## src/rtl/calc_pkg.sv

```systemverilog
// Shared op and state encodings for the sequential calculator.
package calc_pkg;

    typedef enum logic [1:0] {
        OP_ADD,
        OP_SUB,
        OP_MUL,
        OP_RSVD
    } op_e;

    typedef enum logic [1:0] {
        S_IDLE,
        S_MUL_RUN,
        S_DONE
    } state_e;

endpackage

```

## src/rtl/rca_adder.sv

```systemverilog
// Ripple-carry adder built from a generate chain of full-adder cells.
module rca_adder #(
    parameter int WIDTH = 8
) (
    input  logic [WIDTH-1:0] a,
    input  logic [WIDTH-1:0] b,
    input  logic             cin,
    output logic [WIDTH-1:0] sum,
    output logic             cout
);

    logic [WIDTH:0] w_c;

    assign w_c[0] = cin;

    for (genvar i = 0; i < WIDTH; i++) begin : g_fa
        assign sum[i]   = a[i] ^ b[i] ^ w_c[i];
        assign w_c[i+1] = (a[i] & b[i]) | (w_c[i] & (a[i] ^ b[i]));
    end

    assign cout = w_c[WIDTH];

endmodule

```

## src/rtl/seq_calculator.sv

```systemverilog
// Registered ADD/SUB/MUL calculator with valid/ready on both sides.
module seq_calculator
    import calc_pkg::*;
#(
    parameter int WIDTH = 8
) (
    input  logic               clk,
    input  logic               rst,
    input  logic               in_valid,
    output logic               in_ready,
    input  logic [WIDTH-1:0]   a,
    input  logic [WIDTH-1:0]   b,
    input  logic [1:0]         op,
    output logic               out_valid,
    input  logic               out_ready,
    output logic [2*WIDTH-1:0] result,
    output logic               carry,
    output logic               borrow,
    output logic               zero,
    output logic               err
);

    localparam int CNT_W = $clog2(WIDTH + 1);
    localparam int RW    = 2 * WIDTH;

    state_e             r_state;
    state_e             w_next;
    logic [CNT_W-1:0]   r_cnt;
    logic [WIDTH-1:0]   r_a;
    logic [RW-1:0]      r_prod;

    op_e                w_op;
    logic               w_accept;
    logic               w_handoff;
    logic               w_last;
    logic               w_is_sub;
    logic [WIDTH-1:0]   w_add_b;
    logic [WIDTH-1:0]   w_sum;
    logic               w_cout;
    logic [WIDTH:0]     w_mul_sum;
    logic [RW-1:0]      w_prod_next;

    assign w_op      = op_e'(op);
    assign w_accept  = in_valid && in_ready;
    assign w_handoff = out_valid && out_ready;
    assign w_last    = (r_cnt == CNT_W'(WIDTH - 1));

    // SUB reuses the adder as a + ~b + 1
    assign w_is_sub = (w_op == OP_SUB);
    assign w_add_b  = w_is_sub ? ~b : b;

    rca_adder #(.WIDTH(WIDTH)) u_rca (
        .a    (a),
        .b    (w_add_b),
        .cin  (w_is_sub),
        .sum  (w_sum),
        .cout (w_cout)
    );

    // Upper half accumulates, whole register shifts right each step
    assign w_mul_sum = {1'b0, r_prod[RW-1:WIDTH]}
                     + (r_prod[0] ? {1'b0, r_a} : '0);
    assign w_prod_next = {w_mul_sum, r_prod[WIDTH-1:1]};

    always_ff @(posedge clk or posedge rst) begin
        if (rst) begin
            r_state <= S_IDLE;
        end else begin
            r_state <= w_next;
        end
    end

    always_comb begin
        w_next = r_state;
        unique case (r_state)
            S_IDLE: begin
                if (w_accept) begin
                    w_next = (w_op == OP_MUL) ? S_MUL_RUN : S_DONE;
                end
            end
            S_MUL_RUN: begin
                if (w_last) begin
                    w_next = S_DONE;
                end
            end
            S_DONE: begin
                if (w_handoff) begin
                    w_next = S_IDLE;
                end
            end
            default: w_next = S_IDLE;
        endcase
    end

    always_comb begin
        in_ready  = (r_state == S_IDLE);
        out_valid = (r_state == S_DONE);
    end

    always_ff @(posedge clk or posedge rst) begin
        if (rst) begin
            r_cnt  <= '0;
            r_a    <= '0;
            r_prod <= '0;
            result <= '0;
            carry  <= 1'b0;
            borrow <= 1'b0;
            zero   <= 1'b0;
            err    <= 1'b0;
        end else if (r_state == S_IDLE && w_accept) begin
            r_cnt  <= '0;
            r_a    <= a;
            r_prod <= {{WIDTH{1'b0}}, b};
            unique case (w_op)
                OP_ADD: begin
                    result <= {{(WIDTH-1){1'b0}}, w_cout, w_sum};
                    carry  <= w_cout;
                    borrow <= 1'b0;
                    zero   <= ~|{w_cout, w_sum};
                    err    <= 1'b0;
                end
                OP_SUB: begin
                    result <= {{WIDTH{1'b0}}, w_sum};
                    carry  <= 1'b0;
                    borrow <= ~w_cout;
                    zero   <= ~|w_sum;
                    err    <= 1'b0;
                end
                OP_RSVD: begin
                    result <= '0;
                    carry  <= 1'b0;
                    borrow <= 1'b0;
                    zero   <= 1'b0;
                    err    <= 1'b1;
                end
                OP_MUL: begin
                end
            endcase
        end else if (r_state == S_MUL_RUN) begin
            r_prod <= w_prod_next;
            r_cnt  <= r_cnt + CNT_W'(1);
            if (w_last) begin
                result <= w_prod_next;
                carry  <= 1'b0;
                borrow <= 1'b0;
                zero   <= ~|w_prod_next;
                err    <= 1'b0;
            end
        end
    end

endmodule

```

## config.mk

```make
export PLATFORM = sky130hd
export DESIGN_NAME = seq_calculator
export DESIGN_NICKNAME = d
export VERILOG_FILES = /design/src/rtl/calc_pkg.sv /design/src/rtl/rca_adder.sv /design/src/rtl/seq_calculator.sv
export SDC_FILE = /design/constraint.sdc
export NUM_CORES = 1
export LEC_CHECK = 0
export ABC_AREA = 1
export CAP_MARGIN = 20
export CORE_ASPECT_RATIO = 2
export CORE_MARGIN = 3
export CORE_UTILIZATION = 55
export CTS_BUF_LIST = sky130_fd_sc_hd__clkbuf_8 sky130_fd_sc_hd__clkbuf_16
export DETAILED_ROUTE_END_ITERATION = 8
export GPL_ROUTABILITY_DRIVEN = 0
export PLACE_DENSITY = 0.77
export SLEW_MARGIN = 25
export SYNTH_ARGS = -nofsm -noshare
export SYNTH_HDL_FRONTEND = slang
export SYNTH_SLANG_ARGS = --single-unit
```

## constraint.sdc

```tcl
create_clock -name clk -period 2.3 [get_ports clk]
set_input_delay 0.46 -clock clk [delete_from_list [all_inputs] [get_ports clk]]
set_output_delay 0.46 -clock clk [all_outputs]
set_load 0.03 [all_outputs]
```

# ---- Yosys cells after proc, flatten, opt, wreduce, memory -nomap -nowiden
# Cells that the tools add are included.
# Widths: inputs -> output; s select.
dict set report op_classes {
  n_addsub 2
  n_eq_ne 13
  muxes 27
  bitwise_logic 42
  reduce_logical 21
}
# operator n
set ops {}
lappend ops {{$mux 16} 5}
lappend ops {{$pmux 16 s3} 1}
lappend ops {{$and 1x1->1} 16}
lappend ops {{$mux 8} 2}
lappend ops {{$reduce_or 16->1} 1}
lappend ops {{$xor 1x1->1} 16}
lappend ops {{$reduce_and 3->1} 5}
lappend ops {{$add 8x8->9} 1}
lappend ops {{$reduce_or 9->1} 1}
lappend ops {{$mux 1} 8}
lappend ops {{$mux 2} 4}
lappend ops {{$mux 4} 2}
lappend ops {{$not 8->8} 1}
lappend ops {{$or 1x1->1} 8}
lappend ops {{$reduce_or 8->1} 1}
lappend ops {{$eq 2x2->1 const B} 3}
lappend ops {{$ne 3x2->1 const B} 2}
lappend ops {{$pmux 1 s2} 3}
lappend ops {{$pmux 2 s3} 1}
lappend ops {{$reduce_or 2->1} 3}
lappend ops {{$add 4x1->4 const B} 1}
lappend ops {{$eq 2x1->1 const B} 2}
lappend ops {{$eq 4x3->1 const B} 1}
lappend ops {{$logic_not 2->1} 2}
lappend ops {{other kinds (9)} 15}
dict set report word_totals {
  regBits 50
  in_bits 22
  output_inout_bits 22
  word_cells 114
}

# ---- Depth between registers and ports, before layout
# Gate-level depths: netlist (run 1).
dict set report logic_depth {
  word_depth 23
  mapped_depth 19
  depth_no_buf 18
}

# ---- By module
# Synthesis (run 1) repeated with hierarchy kept, for this count alone.
dict set report unflattened {
  hier_cells 369
  area_unflattened_um2 3141.8
}
# mod instances cells_per_inst area_per_inst_um2 seq_area_each_um2
set by_module_without_submodules {}
lappend by_module_without_submodules {seq_calculator 1 351 2944.1 1251.2}
lappend by_module_without_submodules {rca_adder 1 18 197.7 0.0}

# ---- Worst setup path before layout (run 1)
# No wires, ideal clock.
dict set report synth_timing {
  kind {input to register}
  from {input port op[1]}
  to {register result[7]}
  setup_time_ps 76
  arrival_ps 3943
  required_ps 2224
  path_slack_ps -1719
  cell_stages 15
  path_buffers 1
  cell_sequence {inv_1 ha_1 buf_2 xor2_1 fa_1 fa_1 fa_1 fa_1 fa_1 inv_1 fa_1 fa_1 nor3_1 a21oi_1 o21ai_1}
}
dict set report synth_via {
  elab_chain_cells 20
  elab_cells_between_ends 38
  classes_between {3 x eq/ne; 3 x mux; 30 x bitwise; 2 x reduce/logical}
}
# item line_no
set synth_rtl {}
lappend synth_rtl {{from (decl)} seq_calculator.sv:13} ;# input logic [1:0] op,
lappend synth_rtl {{$eq 2x1->1} {seq_calculator.sv:49, seq_calculator.sv:114}}
lappend synth_rtl {{$mux 8} seq_calculator.sv:50} ;# assign w_add_b = w_is_sub ? ~b : b;
lappend synth_rtl {{$xor 1x1->1} rca_adder.sv:18} ;# assign w_c[i+1] = (a[i] & b[i]) | (w_c[i] & (a[i] ^ b[i]));
lappend synth_rtl {{$and 1x1->1} rca_adder.sv:18}
lappend synth_rtl {{$or 1x1->1} rca_adder.sv:18}
lappend synth_rtl {{$and 1x1->1} rca_adder.sv:18}
lappend synth_rtl {{$or 1x1->1} rca_adder.sv:18}
lappend synth_rtl {{$and 1x1->1} rca_adder.sv:18}
lappend synth_rtl {{(+4 left out)} n/a}
lappend synth_rtl {{$or 1x1->1} rca_adder.sv:18}
lappend synth_rtl {{$and 1x1->1} rca_adder.sv:18}
lappend synth_rtl {{$or 1x1->1} rca_adder.sv:18}
lappend synth_rtl {{$and 1x1->1} rca_adder.sv:18}
lappend synth_rtl {{$or 1x1->1} rca_adder.sv:18}
lappend synth_rtl {{$xor 1x1->1} rca_adder.sv:17} ;# assign sum[i] = a[i] ^ b[i] ^ w_c[i];
lappend synth_rtl {{$pmux 16 s3} seq_calculator.sv:114} ;# unique case (w_op)
lappend synth_rtl {{$mux 16} seq_calculator.sv:110} ;# end else if (r_state == S_IDLE && w_accept) begin
lappend synth_rtl {{to (signal assigned)} seq_calculator.sv:116} ;# result <= {{(WIDTH-1){1'b0}}, w_cout, w_sum};
lappend synth_rtl {{to (signal assigned)} seq_calculator.sv:123} ;# result <= {{WIDTH{1'b0}}, w_sum};
lappend synth_rtl {{to (signal assigned)} seq_calculator.sv:143} ;# result <= w_prod_next;
lappend synth_rtl {{to (decl)} seq_calculator.sv:16} ;# output logic [2*WIDTH-1:0] result,
# Several ways; a longest one is shown, not always the timed one. The select of a mux whose other input is x is not followed.
# A chain may end at the register's enable or synchronous reset.

# ---- Worst setup path after layout (run 1)
dict set report layout_timing {
  from {input port op[1]}
  to {register zero}
}
dict set report layout_via {
  elab_chain_cells 23
  elab_cells_between_ends 52
  classes_between {3 x eq/ne; 3 x mux; 40 x bitwise; 6 x reduce/logical}
}
# item line_no
set layout_rtl {}
lappend layout_rtl {{$eq 2x1->1} {seq_calculator.sv:49, seq_calculator.sv:114}}
lappend layout_rtl {{$mux 8} seq_calculator.sv:50}
lappend layout_rtl {{$xor 1x1->1} {rca_adder.sv:17, rca_adder.sv:18}}
lappend layout_rtl {{$and 1x1->1} rca_adder.sv:18}
lappend layout_rtl {{$or 1x1->1} rca_adder.sv:18}
lappend layout_rtl {{$and 1x1->1} rca_adder.sv:18}
lappend layout_rtl {{$or 1x1->1} rca_adder.sv:18}
lappend layout_rtl {{$and 1x1->1} rca_adder.sv:18}
lappend layout_rtl {{(+7 left out)} n/a}
lappend layout_rtl {{$and 1x1->1} rca_adder.sv:18}
lappend layout_rtl {{$or 1x1->1} rca_adder.sv:18}
lappend layout_rtl {{$and 1x1->1} rca_adder.sv:18}
lappend layout_rtl {{$or 1x1->1} rca_adder.sv:18}
lappend layout_rtl {{$reduce_or 9->1} seq_calculator.sv:119} ;# zero <= ~|{w_cout, w_sum};
lappend layout_rtl {{$logic_not 1->1} seq_calculator.sv:119}
lappend layout_rtl {{$pmux 1 s3} seq_calculator.sv:114}
lappend layout_rtl {{$mux 1} seq_calculator.sv:110}
lappend layout_rtl {{to (signal assigned)} seq_calculator.sv:119}
lappend layout_rtl {{to (signal assigned)} seq_calculator.sv:126} ;# zero <= ~|w_sum;
lappend layout_rtl {{to (signal assigned)} seq_calculator.sv:146} ;# zero <= ~|w_prod_next;
lappend layout_rtl {{to (decl)} seq_calculator.sv:19} ;# output logic zero,
# Several ways; a longest one is shown, not always the timed one.

==> results of run 1 <==
## per-layer routing
layer	vias up	wire, µm
li1	1316	-
met3	38	329
met2	87	4370
met4	0	710
met1	1303	2590
met5	-	0
## final cells by class
type	instances	share of cell area, %
Sequential cell	50	32.3
Timing Repair Buffer	72	17.5
Multi-Input combinational cell	259	40.5
Inverter	48	5.04
Clock buffer	5	1.78
Tap cell	58	1.87
Clock inverter	3	0.969
## state kept, by name, indices dropped and copies added (netlist names)
signal	cells
r_state	2
r_cnt	4
zero	1
err	1
borrow	1
carry	1
r_prod	16
result	16
r_a	8
## report_power, final
part	internal [mW]	switching, mW	total, mW
sequential	1.22	0.228	1.45
combinational	0.957	1.56	2.52
clock	0.317	0.293	0.610
## kinds of logic (layout without fill, tap and decap cells)
logic type                 count (synthesis)  after routing  synth area share (%)
AOI/OAI and AO/OA                         53             53                  10.7
xor gates and xnor gates                   8              8                  2.32
adders and majority gates                 21             21                  10.7
DFF                                       50             50                  41.4
and+or+nand+nor                          177            177                  25.7
buffers and inverters                     61            128                  9.27
## worst max-delay path: stages
cell	delay, ns
buf_12	0.09
inv_12	0.03
ha_4	0.16
xor2_2	0.18
fa_2	0.37
fa_2	0.34
fa_2	0.35
fa_2	0.35
fa_2	0.34
inv_2	0.08
fa_2	0.21
fa_1	0.46
nand3_1	0.14
o31ai_1	0.08
nor2_1	0.10
nor2_1	0.05
## timing repair
| item | 4_1_cts | 5_1_grt |
|---|---|---|
| endpoints found under the setup margin | 10 | 9 |
| cloned | 0 | 0 |
| resized for setup | 22 | 3 |
| pin swaps | 7 | 7 |
| setup buffers | 1 | 2 |
## cells in the final DEF (no fill, tap or decap), types with 10 or more instances in the layout
master	Yosys	routed
clkdlybuf4s50_1	0	37
buf_4	0	27
ha_1	13	12
o21ai_0	13	12
o21ai_1	11	12
inv_1	45	41
dfrtp_1	50	50
nand2_1	97	97
nor2_1	34	32
a21oi_1	11	10
nand3_1	23	23
## metrics by stage
| stage | setup slack (ns) | setup TNS, ns |
|---|---|---|
| after global routing | -1.34 | -8.27 |
| after detailed placement | -2.12 | -16.35 |
| after CTS | -1.21 | -7.32 |
| after global placement | -2.02 | -15.68 |
| after floorplan | -1.41 | -9.05 |
| final | -1.28 | -7.51 |
## path summary, 6_finish.rpt
path | cells after the start | endpoint | slack, ns | start
worst min-delay path | 2 | r_a[2] | 0.49 | r_a[2]
worst max register to register | 13 | zero | 0.10 | r_prod[0]
worst min register to register | 2 | r_a[2] | 0.49 | r_a[2]
worst max-delay path | 16 | zero | -1.28 | op[1]
min in group asynchronous | 3 | result[13] | 0.51 | rst
max in group asynchronous | 3 | r_prod[4] | 1.56 | rst
==> results.yml, run 1 <==
run_status:
  status: "finished with violations"
  violations: "setup timing"
drt:
  drc: 0
  via_per_inst: 5.54
  wl_mm: 8.00
  drt_iter0_markers: 109
  dr.pass1.iters: 5
  routedWlPerCell_um: 16.2
  antenna_left: 0
  dr_total_vias: 2744
clock_network:
  clk_pin_slew_worst_paths_ns: 0.09
  tritoncts: "built"
  clockBufferDepth: 2
  clk_latency_ns: 0.32
  htreeDepth: 2
  root_buffer: "clkbuf_8"
  cts_inserted_buffers: 5
  cts_hold_buffers: 0
  clock-sinks: 50
floorplanning:
  fp.dieW_um: 58.4
  initial_core_util_pct: 57.8
  rows: 37
  chipHeight_um: 111
  core-area_um2: 5230
  dieArea_um2: 6480
  io_pins: 44
placement:
  io_buffers: 43
  hpwl_mm: 6.20
  placed_area_um2: 3720
  placedCellCount: 484
timing:
  slew_violations: 0
  worst_hold_slack_ns: 0.491
  worstMarginPinSlew_ns: 0.459
  post-route-worst-setup-slack_ns: -1.28
  finClkSkew_ns: 0.00874
  finalCritPeriodShare_pct: 156
  final-setup-viol-count: 8
  rsz0062_at_grt: "yes"
  fmax_ghz: 0.279
  hold_viol_final: 0
  fin_crit_ns: 3.58
  slew_headroom_pct: 69.3
power:
  p_leak_nw: 1.96
  pwr_density_cell_nw_per_um2: 1180
  finalPower_mw: 4.58
  max-vdd-ir-drop_mv: 0.904
yosys:
  synthFlopType: "dfrtp_1"
  netlist.area_leader.share_pct: 41.4
  synth-async-reset-ratio_pct: 100
  yosysSeqAreaShare_pct: 41.4
  synth_area_leader_cell: "dfrtp_1"
  synth_common_cells: "nand2_1, dfrtp_1, inv_1, nor2_1, nand3_1"
  synth_cell_types: 31
  synth_fp_nets: 413
  syn_area_um2: 3020
  avgSynthCellArea_um2: 8.17
  yosysWarnings: 0
  synth_edf_count: 0
  ys_seq_elements: 50
  yosysMostFrequentCell: "nand2_1"
  synth_area_leaders: "dfrtp_1, nand2_1, inv_1"
  syn_inst: 370
cells_and_area:
  design_area_um2: 3870
  drive_above_1_share_pct: 16.9
  area_delta_synth_final_pct: 28.1
  final_cells: 495
  fill_cells: 420
  seq_area_um2: 1250
  nets: 479
  diodes: 0
  finish.utilization_pct: 74.0
  multi_input_comb_area_um2: 1570
global_route:
  grt_max_degree: 51
  gr-usage-met1_pct: 26.4
  gr-usage-met3_pct: 3.73
  met2_usage_pct: 48.2
  grt_usage_pct: 27.1
  grt_pass1_wl_mm: 13.3
  grt.busiest_layer: "met2"
  antenna_found_initial: 0
  grt_pass1_vias: 2879
  grt-ovfl-total: 0
critical_path:
  arrival_ns: 3.80
  worstPathMaxFanout: 3
  crit_required_ns: 2.51
  cp-end-kind: "flip-flop"
  critPathKind: "in2reg"
  start_kind: "input pin"
min_path:
  hp-class: "reg2reg"
job:
  max_cap_violations: 0
(Power assumes the default switching activity.)
==> inputs of run 2 (changes only) <==
--- a/config.mk
+++ b/config.mk
@@ -11,10 +11,11 @@
 export CORE_MARGIN = 3
 export CORE_UTILIZATION = 55
 export CTS_BUF_LIST = sky130_fd_sc_hd__clkbuf_8 sky130_fd_sc_hd__clkbuf_16
+export CTS_CLUSTER_DIAMETER = 40
 export DETAILED_ROUTE_END_ITERATION = 8
 export GPL_ROUTABILITY_DRIVEN = 0
 export PLACE_DENSITY = 0.77
-export SLEW_MARGIN = 25
+export SLEW_MARGIN = 30
 export SYNTH_ARGS = -nofsm -noshare
 export SYNTH_HDL_FRONTEND = slang
 export SYNTH_SLANG_ARGS = --single-unit
==> results of run 2 <==
The final DEF is identical to that of run 1; final timing and power are the same.
==> inputs of run 3 (changes only) <==
--- a/config.mk
+++ b/config.mk
@@ -19,3 +19,4 @@
 export SYNTH_ARGS = -nofsm -noshare
 export SYNTH_HDL_FRONTEND = slang
 export SYNTH_SLANG_ARGS = --single-unit
+export TNS_END_PERCENT = 50
==> run 3 against run 2 <==
Against the previous run: utilization rose by 0.60 points; register-to-register slack improved by 0.02 ns; the run still ends with setup timing left; wire length shrank 3.3%; combinational power barely moved; sequential cell count is the same; worst hold slack got worse by 0.0049 ns; clock skew fell by 0.0036 ns; setup slack better by 0.054 ns.
==> results.yml, run 3 (synthesis results as in run 1) <==
timing:
  worstMarginPinSlew_ns: 0.472
  rsz0062_at_grt: "yes"
  fin_crit_ns: 3.53
  slew_violations: 0
  final-setup-viol-count: 9
  fmax_ghz: 0.283
  post-route-worst-setup-slack_ns: -1.23
  fin_tns_setup_ns: -7.27
  finClkSkew_ns: 0.00513
  finalCritPeriodShare_pct: 153
  slew_headroom_pct: 68.5
  hold_viol_final: 0
drt:
  dr_total_vias: 2683
  routedWlPerCell_um: 15.6
  antenna_left: 0
  wl_mm: 7.73
  drt_iter0_markers: 160
  via_per_inst: 5.41
  drc: 0
  dr.pass1.iters: 4
cells_and_area:
  drive_above_1_share_pct: 18.0
  diodes: 0
  area_delta_synth_final_pct: 29.1
  top_regs: "r_prod: 16 flops, result: 16 flops, r_a: 8 flops"
  final_common_cell: "nand2_1"
  final_cell_mix: "nand2_1, dfrtp_1, inv_1"
  nets: 480
  finish.utilization_pct: 74.6
  fill_cells: 390
power:
  max-vdd-ir-drop_mv: 1.22
  p_leak_nw: 1.96
  pwr_density_cell_nw_per_um2: 1150
critical_path:
  crit_required_ns: 2.54
  critPathKind: "in2reg"
  r2r_cells: 13
  arrival_ns: 3.77
  start_kind: "input pin"
  worstPathMaxFanout: 3
  r2r_start: "r_prod[0]"
  reg2reg_slack_ns: 0.12
  cp-end-kind: "flip-flop"
  rr_endpoint: "zero"
global_route:
  grt_max_degree: 51
  grt-ovfl-total: 0
  antenna_found_initial: 0
  grt_usage_pct: 26.2
  grt_pass1_wl_mm: 12.9
  grt_pass1_vias: 2762
clock_network:
  root_buffer: "clkbuf_8"
  htreeDepth: 2
  cts_inserted_buffers: 5
  clk_pin_slew_worst_paths_ns: 0.09
  clockBufferDepth: 2
  clock-sinks: 50
  tritoncts: "built"
  clk_latency_ns: 0.32
floorplanning:
  core-area_um2: 5230
  rows: 37
  dieArea_um2: 6480
  chipHeight_um: 111
  io_pins: 44
  initial_core_util_pct: 57.8
  fp.dieW_um: 58.4
placement:
  hpwl_mm: 5.95
  io_buffers: 43
min_path:
  hp-class: "in2async"
run_status:
  status: "finished with violations"
  violations: "setup timing"
job:
  max_cap_violations: 0
==> run 3: changes by cell type in the layout (fill, tap and decap cells not counted), sizes merged <==
cell           previous run  this run
clkdlybuf4s15             0         3
clkinvlp                  0         1
buf                      31        32
inv                      50        48
clkinv                    0         1
dlygate4sd2               4         1
bufinv                    1         0
clkbuf                    5         6
==> run 3: stage by stage <==
stage | hold slack, ns | instance area [µm²] | setup WS, ns | std cells | total power [mW]
2_1_floorplan | 0.449 | 3090 | -1.41 | 370 | 3.10
5_1_grt | 0.521 | 3900 | -1.35 | 496 | 4.83
4_1_cts | 0.489 | 3840 | -1.33 | 494 | 4.47
3_5_place_dp | 0.465 | 3710 | -2.12 | 485 | 3.90
3_3_place_gp | 0.462 | 3710 | -2.02 | 485 | 3.83
6_report | 0.486 | 3900 | -1.23 | 496 | 4.49
==> run 3: what timing repair did <==
item,in CTS,in global routing
endpoints found under the hold margin,0,0
pin swaps,16,13
setup buffers,1,2
resized for setup,28,10
setup endpoints to repair,10,9
hold buffers,0,0
==> run 3: final cells by class <==
type	instances	area, µm²	area share (%)
timing repair buffer	73	698	17.9
inverter	48	195	5.00
tap	58	72.6	1.86
clock buffer	6	82.6	2.12
sequential	50	1250	32.1
clock inverter	2	12.5	0.321
multi-input combinational	259	1590	40.8
==> run 3: how the worst max path moves through the flow <==
stage	start	endpoint	slack (ns)	depth (start not counted)
floorplan	op[1]	zero	-1.41	16
global placement	op[1]	zero	-2.02	16
detailed placement	op[1]	result[7]	-2.12	15
CTS	op[1]	zero	-1.33	18
global route	op[1]	zero	-1.35	19
finish	op[1]	result[7]	-1.23	15
==> run 3: metal layers <==
metal / GRT usage (%) / wire, µm
met1: 28.2 / 2780
met2: 46.8 / 4320
met3: 3.73 / 233
met4: 14.2 / 397
met5: 0 / 0
==> run 3: report_power, final <==
| group | switching (mW) | internal [mW] | total (mW) |
|---|---|---|---|
| Sequential | 0.219 | 1.22 | 1.44 |
| Clock | 0.300 | 0.242 | 0.542 |
| Combinational | 1.55 | 0.953 | 2.51 |
==> run 3: critical path, stage by stage <==
cell and delay, ns:
buf_12 0.09, inv_12 0.03, ha_4 0.16, xor2_2 0.14, fa_2 0.35, fa_2 0.35, fa_2 0.35, fa_2 0.35
fa_2 0.34, inv_2 0.07, fa_2 0.21, fa_2 0.47, nor3_4 0.19, a21oi_2 0.04, o21ai_1 0.15
